===== config.mk =====
export PLATFORM = sky130hd
export DESIGN_NAME = uart_rx_fifo
export DESIGN_NICKNAME = d
export VERILOG_FILES = /design/src/rtl/uart_rx_fifo.sv
export SDC_FILE = /design/constraint.sdc
export NUM_CORES = 1
export LEC_CHECK = 0
export ABC_CLOCK_PERIOD_IN_PS = 2800
export CORE_MARGIN = 10
export CORE_UTILIZATION = 50
export DETAILED_ROUTE_END_ITERATION = 8
export GPL_TIMING_DRIVEN = 0
export PLACE_DENSITY = 0.68
export SLEW_MARGIN = 40
export SYNTH_ARGS = -nofsm -noshare
export SYNTH_HDL_FRONTEND = slang
export SYNTH_SLANG_ARGS = --single-unit
export TNS_END_PERCENT = 5

===== constraint.sdc =====
create_clock -name clk -period 2.8 [get_ports clk]
set_input_delay 0.56 -clock clk [delete_from_list [all_inputs] [get_ports clk]]
set_output_delay 0.56 -clock clk [all_outputs]
set_load 0.05 [all_outputs]

===== src/rtl/uart_rx_fifo.sv =====
// 8N1 serial receiver with a small byte FIFO and sticky error flags.
// Line is synchronized, sampled mid-bit, and drained over valid/ready.
module uart_rx_fifo #(
  parameter int CLKS_PER_BIT = 868,
  parameter int FIFO_DEPTH   = 4
) (
  input  logic       clk,
  input  logic       rst,
  input  logic       urx,
  output logic [7:0] rx_data,
  output logic       rx_valid,
  input  logic       rx_ready,
  input  logic       clr_err,
  output logic       frame_err,
  output logic       overrun,
  output logic       busy
);

  localparam int CW = $clog2(CLKS_PER_BIT);
  localparam int AW = $clog2(FIFO_DEPTH);

  localparam logic [CW-1:0] C_HALF =
    CW'(CLKS_PER_BIT / 2 - 1);
  localparam logic [CW-1:0] C_FULL =
    CW'(CLKS_PER_BIT - 1);
  localparam logic [AW:0] C_DEPTH =
    (AW+1)'(FIFO_DEPTH);

  typedef enum logic [1:0] {
    S_IDLE,
    S_START,
    S_DATA,
    S_STOP
  } state_t;

  logic          r_meta;
  logic          r_rx_s;
  state_t        r_state;
  logic [CW-1:0] r_cnt;
  logic [2:0]    r_bit;
  logic [7:0]    r_shift;
  logic [7:0]    r_mem [FIFO_DEPTH];
  logic [AW-1:0] r_wptr;
  logic [AW-1:0] r_rptr;
  logic [AW:0]   r_count;
  logic          r_ferr;
  logic          r_ovr;

  logic w_tick;
  logic w_stop;
  logic w_push;
  logic w_pop;
  logic w_full;
  logic w_drop;
  logic w_wr;

  assign w_tick = (r_cnt == '0);
  assign w_stop = (r_state == S_STOP) && w_tick;
  assign w_push = w_stop && r_rx_s;
  assign w_pop  = rx_valid && rx_ready;
  assign w_full = (r_count == C_DEPTH);
  assign w_drop = w_push && w_full && !w_pop;
  assign w_wr   = w_push && !w_drop;

  assign rx_valid  = (r_count != '0);
  assign rx_data   = rx_valid ? r_mem[r_rptr] : '0;
  assign frame_err = r_ferr;
  assign overrun   = r_ovr;
  assign busy      = (r_state != S_IDLE);

  always_ff @(posedge clk or negedge rst) begin
    if (!rst) begin
      r_meta <= 1'b1;
      r_rx_s <= 1'b1;
    end else begin
      r_meta <= urx;
      r_rx_s <= r_meta;
    end
  end

  always_ff @(posedge clk or negedge rst) begin
    if (!rst) begin
      r_state <= S_IDLE;
      r_cnt   <= '0;
      r_bit   <= '0;
      r_shift <= '0;
    end else begin
      unique case (r_state)
        S_IDLE: begin
          if (!r_rx_s) begin
            r_cnt   <= C_HALF;
            r_state <= S_START;
          end
        end
        S_START: begin
          if (!w_tick) begin
            r_cnt <= r_cnt - 1'b1;
          end else if (r_rx_s) begin
            r_state <= S_IDLE;
          end else begin
            r_cnt   <= C_FULL;
            r_bit   <= '0;
            r_state <= S_DATA;
          end
        end
        S_DATA: begin
          if (!w_tick) begin
            r_cnt <= r_cnt - 1'b1;
          end else begin
            r_shift <= {r_rx_s, r_shift[7:1]};
            r_cnt   <= C_FULL;
            r_bit   <= r_bit + 1'b1;
            if (r_bit == 3'd7) r_state <= S_STOP;
          end
        end
        S_STOP: begin
          // leave mid stop bit so a back-to-back start edge is seen
          if (!w_tick) r_cnt <= r_cnt - 1'b1;
          else         r_state <= S_IDLE;
        end
        default: r_state <= S_IDLE;
      endcase
    end
  end

  always_ff @(posedge clk or negedge rst) begin
    if (!rst) begin
      for (int i = 0; i < FIFO_DEPTH; i++)
        r_mem[i] <= '0;
      r_wptr  <= '0;
      r_rptr  <= '0;
      r_count <= '0;
    end else begin
      if (w_wr) begin
        r_mem[r_wptr] <= r_shift;
        r_wptr        <= r_wptr + 1'b1;
      end
      if (w_pop) r_rptr <= r_rptr + 1'b1;
      unique case ({w_wr, w_pop})
        2'b10:   r_count <= r_count + 1'b1;
        2'b01:   r_count <= r_count - 1'b1;
        default: r_count <= r_count;
      endcase
    end
  end

  always_ff @(posedge clk or negedge rst) begin
    if (!rst) begin
      r_ferr <= 1'b0;
      r_ovr  <= 1'b0;
    end else begin
      if (w_stop && !r_rx_s) r_ferr <= 1'b1;
      else if (clr_err)      r_ferr <= 1'b0;
      if (w_drop)            r_ovr  <= 1'b1;
      else if (clr_err)      r_ovr  <= 1'b0;
    end
  end

endmodule


==> Word level (Yosys, flattened, before mapping) <==
Cells that the tools add are included.
{ "word_totals": {"in_bits": 5, "output_inout_bits": 12, "regBits": 66} }
{ "classes": {"order_cmp": 3, "n_eq_ne": 15, "n_addsub": 6, "muxes": 28, "reduce_logical": 23, "n_bitwise": 2} }
{ "ops": {"columns": ["cell", "count"], "rows": [
  ["$mux 10", 5],
  ["$pmux 10 s4", 1],
  ["$bwmux 32", 1],
  ["$mux 8", 4],
  ["$bmux 8 s2", 1],
  ["$demux 8 s2", 1],
  ["$ne 2x2->1 const B", 7],
  ["$mux 2", 6],
  ["$pmux 3 s2", 2],
  ["$logic_not 10->1", 1],
  ["$reduce_bool 2->1", 5],
  ["$sub 10x1->10 const B", 1],
  ["$mux 3", 3],
  ["$logic_and 1x1->1", 8],
  ["$pmux 2 s4", 1],
  ["$add 3x1->3 const B", 2],
  ["$eq 2x2->1 const B", 3],
  ["$eq 3x3->1 const B", 2],
  ["$ge 3x3->1 const B", 2],
  ["$not 2->3", 2],
  ["$reduce_and 5->1", 1],
  ["$add 2x1->2 const B", 2],
  ["$eq 2x1->1 const B", 2],
  ["$reduce_and 4->1", 1],
  ["9 further kinds", 13]
]} }

==> Logic depth before layout (Yosys ltp) <==
Gate-level depths: netlist of the first run.
{ "depth": {"word_depth": 9, "mapped_depth": 12, "ltp_nobuf": 12} }

==> Worst setup path after synthesis of the first run <==
No wires, ideal clock.
{ "synth_timing": {"path_kind": "flip-flop to flip-flop", "start": "register r_cnt[0]", "end": "register r_count[1]", "setup_time_ps": 83, "required_ps": 2717, "n_path_buf": 0, "arrival_ps": 2449, "path_stages_with_launch": 11, "synth_period_minus_slack_ps": 2531, "slack_ps": 269, "path_cell_list": "dfrtp_1 > inv_1 > ha_1 > nor4b_4 > nand3_2 > nor3b_4 > inv_1 > ha_1 > inv_1 > fa_1 > o21ai_0"} }
{ "synth_via": {"elab_chain_cells": 9} }
{ "synth_lines": {"columns": ["item", "line", "rtl"], "rows": [
  ["from (decl)", "39", "logic [CW-1:0] r_cnt;"],
  ["from (signal assigned)", "97", "r_cnt <= r_cnt - 1'b1;"],
  ["from (signal assigned)", "108", "r_cnt <= r_cnt - 1'b1;"],
  ["from (signal assigned)", "118", "if (!w_tick) r_cnt <= r_cnt - 1'b1;"],
  ["$logic_not 10->1 *", "57", "assign w_tick = (r_cnt == '0);"],
  ["$logic_and 1x1->1 *", "58", "assign w_stop = (r_state == S_STOP) && w_tick;"],
  ["$logic_and 1x1->1 *", "59", "assign w_push = w_stop && r_rx_s;"],
  ["$logic_and 1x1->1 (2 in a row)", "62", "assign w_drop = w_push && w_full && !w_pop;"],
  ["$logic_not 1->1", "63", "assign w_wr = w_push && !w_drop;"],
  ["$logic_and 1x1->1 *", "63", null],
  ["$eq 2x1->1 / $eq 2x2->1 (equally long branches)", "139", "unique case ({w_wr, w_pop})"],
  ["$pmux 3 s2 / $reduce_bool 2->1 (equally long branches)", null, null],
  ["to (signal assigned)", "140", "2'b10: r_count <= r_count + 1'b1;"],
  ["to (signal assigned)", "141", "2'b01: r_count <= r_count - 1'b1;"],
  ["to (signal assigned)", "142", "default: r_count <= r_count;"],
  ["to (decl)", "45", "logic [AW:0] r_count;"]
]} }
Every way passes the cells marked *; elsewhere a longest branch is shown, timed or not.
A chain may end at the register's enable or synchronous reset.

==> Final worst setup path of the first run <==
{ "layout_timing": {"start": "input rx_ready", "end": "register r_count[2]"} }
{ "layout_via": {"elab_chain_cells": 7} }
{ "layout_lines": {"columns": ["item", "line", "rtl"], "rows": [
  ["from (decl)", "12", "input logic rx_ready,"],
  ["$logic_and 1x1->1 *", "60", "assign w_pop = rx_valid && rx_ready;"],
  ["$logic_not 1->1", "62", null],
  ["$logic_and 1x1->1", "62", null],
  ["$logic_not 1->1", "63", null],
  ["$logic_and 1x1->1", "63", null],
  ["$eq 2x1->1 / $eq 2x2->1 (equally long branches)", "139", null],
  ["$pmux 3 s2 / $reduce_bool 2->1 (equally long branches)", null, null]
]} }
Marks and branches as above.

==> impl_metrics.yaml, run 1 <==
clock_network:
  cts_tree: "yes"
  cts-root-buf: "clkbuf_8"
  clk_pin_slew_ns: 0.07
  cts_max_level: 3
  worstSkewPairLatency_ns: 0.34
  cts_made_buffers: 9
  numClockSinks: 66
  clockBufferDepth: 2
  cts_hold_buffers: 0
drt:
  dr.pass1.iters: 4
  ant_nets: 0
  drtIter0Drc: 81
  wire_per_inst_um: 16.5
  wirelength_um: 6240
  via_per_inst: 5.61
  drc: 0
  routed-via-count: 2121
finish:
  fin_nets: 316
  n_fill_cell: 559
  syn_to_final_growth_pct: 13.7
  antenna_cells: 0
  final_area_sq_um: 3780
  drive_above_1_share_pct: 27.2
  seqCellArea_sq_um: 1660
  multi_input_area_sq_um: 1580
  final_util_pct: 58.9
timing:
  post-route-min-period_ns: 2.64
  grt_setup_unrepaired: "no"
  drv_slew: 0
  final.period_utilization_pct: 94.4
  finClkSkew_ns: 0.00921
  whs_ns: 0.131
  fmax_mhz: 378
  finalSetupViolCount: 0
  tightest_slew_ns: 0.511
  setup_slack_ns: 0.158
  hold_viol: 0
  maxSlewHeadroom_pct: 65.8
placed_design:
  io_buffers: 16
  hpwl_um: 4240
  place.gp.congestion: 0.835
  dp_slack_ns: -0.259
  post_dp_cell_area_sq_um: 3600
critical_path:
  critPathRequiredTime_ns: 3.06
  crit_end: "r_count[2]$_DFFE_PN0P_"
  worstSetupPathType: "input port to flop"
  rrSetupSlack_ns: 0.32
  cp-start-kind: "input port"
  crit_start: "rx_ready"
  r2r_cells: 9
  reg2reg_to: "r_count[2]$_DFFE_PN0P_"
  crit_arrival_ns: 2.90
  crit_path_max_fanout: 3
  r2r-start: "r_count[1]$_DFFE_PN0P_"
  critPathCaptureType: "flop"
pwr:
  p_sw_uw: 566
  ir_drop_v: 0.000270
  power_mw: 2.09
  leakagePower_nw: 1.85
  p_seq_share_pct: 52.0
  swShare_pct: 27.0
  power-per-cell-area_nw_per_um2: 554
  p_comb_share_pct: 11.6
  p_int_mw: 1.53
  clkPwrFrac_pct: 36.4
synthesis:
  synth.avg_cell_area_sq_um: 12.4
  synthArstFlopShare_pct: 100
  ys.flop_type: "dfrtp_1"
  yosysSeqAreaShare_pct: 49.7
  post_synth_num_cell_types: 43
  yosysWarningCount: 0
  synth_edf_count: 0
  synthCells: 269
  syn_nets: 289
  ys_ff_latch: 66
  syn-cell-area_sq_um: 3330
die:
  fp.dieW_um: 102
  initial_utilization_pct: 51.8
  io_pins: 17
  die_h_um: 102
  core_area_sq_um: 6420
  dieArea_sq_um: 10300
  fp-row-count: 29
global_route:
  grt.total_usage_pct: 13.1
  grt_max_degree: 41
  antenna_found_initial: 0
  grt_pass1_wl_um: 10500
  globalRouteOverflowTotal: 0
  grt_pass1_vias: 2155
job:
  maxCapViolCount: 0
status:
  status: "finished, final reports clean"
hold_path:
  hold_path_class: "input port to async pin"
-- kinds of logic after synthesis --
family | share of synthesized area (%)
AO/OA/AOI/OAI | 8.99
XOR/XNOR | 1.58
adder cells (fa/ha/maj) | 5.87
buffers and inverters | 2.71
flip-flops | 49.7
multiplexers | 20.0
AND/OR/NAND/NOR | 11.1
-- cells in the final DEF (no fill, tap or decap), types with 3 or more instances in the layout --
master,n
ha_1,13
dfrtp_1,63
dlygate4sd2_1,8
clkbuf_1,7
nor3_1,5
nand2_4,4
o21ai_0,19
clkdlybuf4s50_1,6
xnor2_1,3
mux4_2,8
clkbuf_8,9
nor2_1,10
a21oi_1,14
or3_1,5
nand2_1,16
mux2_4,6
inv_1,16
xor2_1,3
and2_1,9
mux2_2,34
-- sequential cells by signal (all words and copies together) (netlist names), named ones only --
register	flops
r_mem	32
r_cnt	10
r_shift	8
r_bit	3
r_count	3
r_rptr	2
r_wptr	2
frame_err	1
overrun	1
r_meta	1
r_rx_s	1
r_state	1
-- power by group through the flow --
stage                     sequential, mW  clock [mW]  combinational [mW]
after global placement              1.04           0               0.318
after detailed placement            1.04           0               0.331
after CTS                           1.09       0.789               0.251
after global routing                1.10       0.832               0.266
after floorplan                     1.03           0               0.232
final                               1.09       0.762               0.243
-- critical path, stage by stage --
cell	delay, ns
clkdlybuf4s50_1	0.40
or4b_2	0.66
nor3b_4	0.20
inv_1	0.06
ha_2	0.18
inv_1	0.05
fa_1	0.37
xor2_1	0.15
nor2_1	0.11
xor2_1	0.16
-- how the worst min path moves through the flow --
| stage | endpoint | depth (start not counted) | start |
|---|---|---|---|
| 4_1_cts | r_mem[20]$_DFFE_PN0P_ | 1 | rst |
| 2_1_floorplan | async pin | 0 | rst |
| 3_5_place_dp | r_rx_s$_DFF_PN1_ | 0 | r_meta$_DFF_PN1_ |
| 3_3_place_gp | r_rx_s$_DFF_PN1_ | 0 | r_meta$_DFF_PN1_ |
| 5_1_grt | r_mem[24]$_DFFE_PN0P_ | 1 | rst |
| 6_report | r_mem[24]$_DFFE_PN0P_ | 1 | rst |
-- metrics by stage --
stage / TNS, ns / cells
CTS: -0.000877 / 377
detailed placement: -1.75 / 363
global placement: -69.17 / 362
global route: 0 / 378
finish: 0 / 378
floorplan: 0 / 269
-- per-layer routing --
layer	part of all wire [%]	track usage, %
met3	4.7	4.22
met5	0	0
met2	50	22.7
met1	44	14.5
met4	1.6	5.28
-- cell type report --
| type | instances | share of cell area, % |
|---|---|---|
| flip-flops and latches | 66 | 43.8 |
| multi-input cells | 179 | 41.9 |
| repair buffers | 18 | 4.70 |
| clock buffers | 11 | 3.47 |
| well taps | 77 | 2.55 |
| inverters | 17 | 1.69 |
| clock inverters | 5 | 1.46 |
| plain buffers | 5 | 0.496 |
-- cell usage after synthesis (all sizes together), types with 2 or more instances --
cell	n	area share [%]
and2	9	1.7
o31a	2	0.53
o21ai	19	2.9
xor2	3	0.79
ha	14	5.3
nor3b	2	0.79
mux2	41	15
xnor2	3	0.79
nand3	3	0.60
a21oi	14	2.1
dfstp	2	1.6
or3	5	0.94
dfrtp	64	48
nor2	10	1.1
clkbuf	7	0.79
a41o	2	0.60
inv	17	1.9
o22a	2	0.53
mux4	8	5.4
nor3	6	1.1
nand2	20	3.2
o32a	2	0.64
-- timing repair --
action	CTS	global route
resized for setup	11	1
pin swaps	1	1
endpoints found under the setup margin	10	3
gates cloned	0	0
buffers inserted	0	1
Note: power is estimated with default switching activity, not from simulation.
==> inputs of run 2 (changes only) <==
ABC_CLOCK_PERIOD_IN_PS = default   (was 2800)
==> results of run 2 <==
Final layout, timing and power as in run 1 (identical DEF).
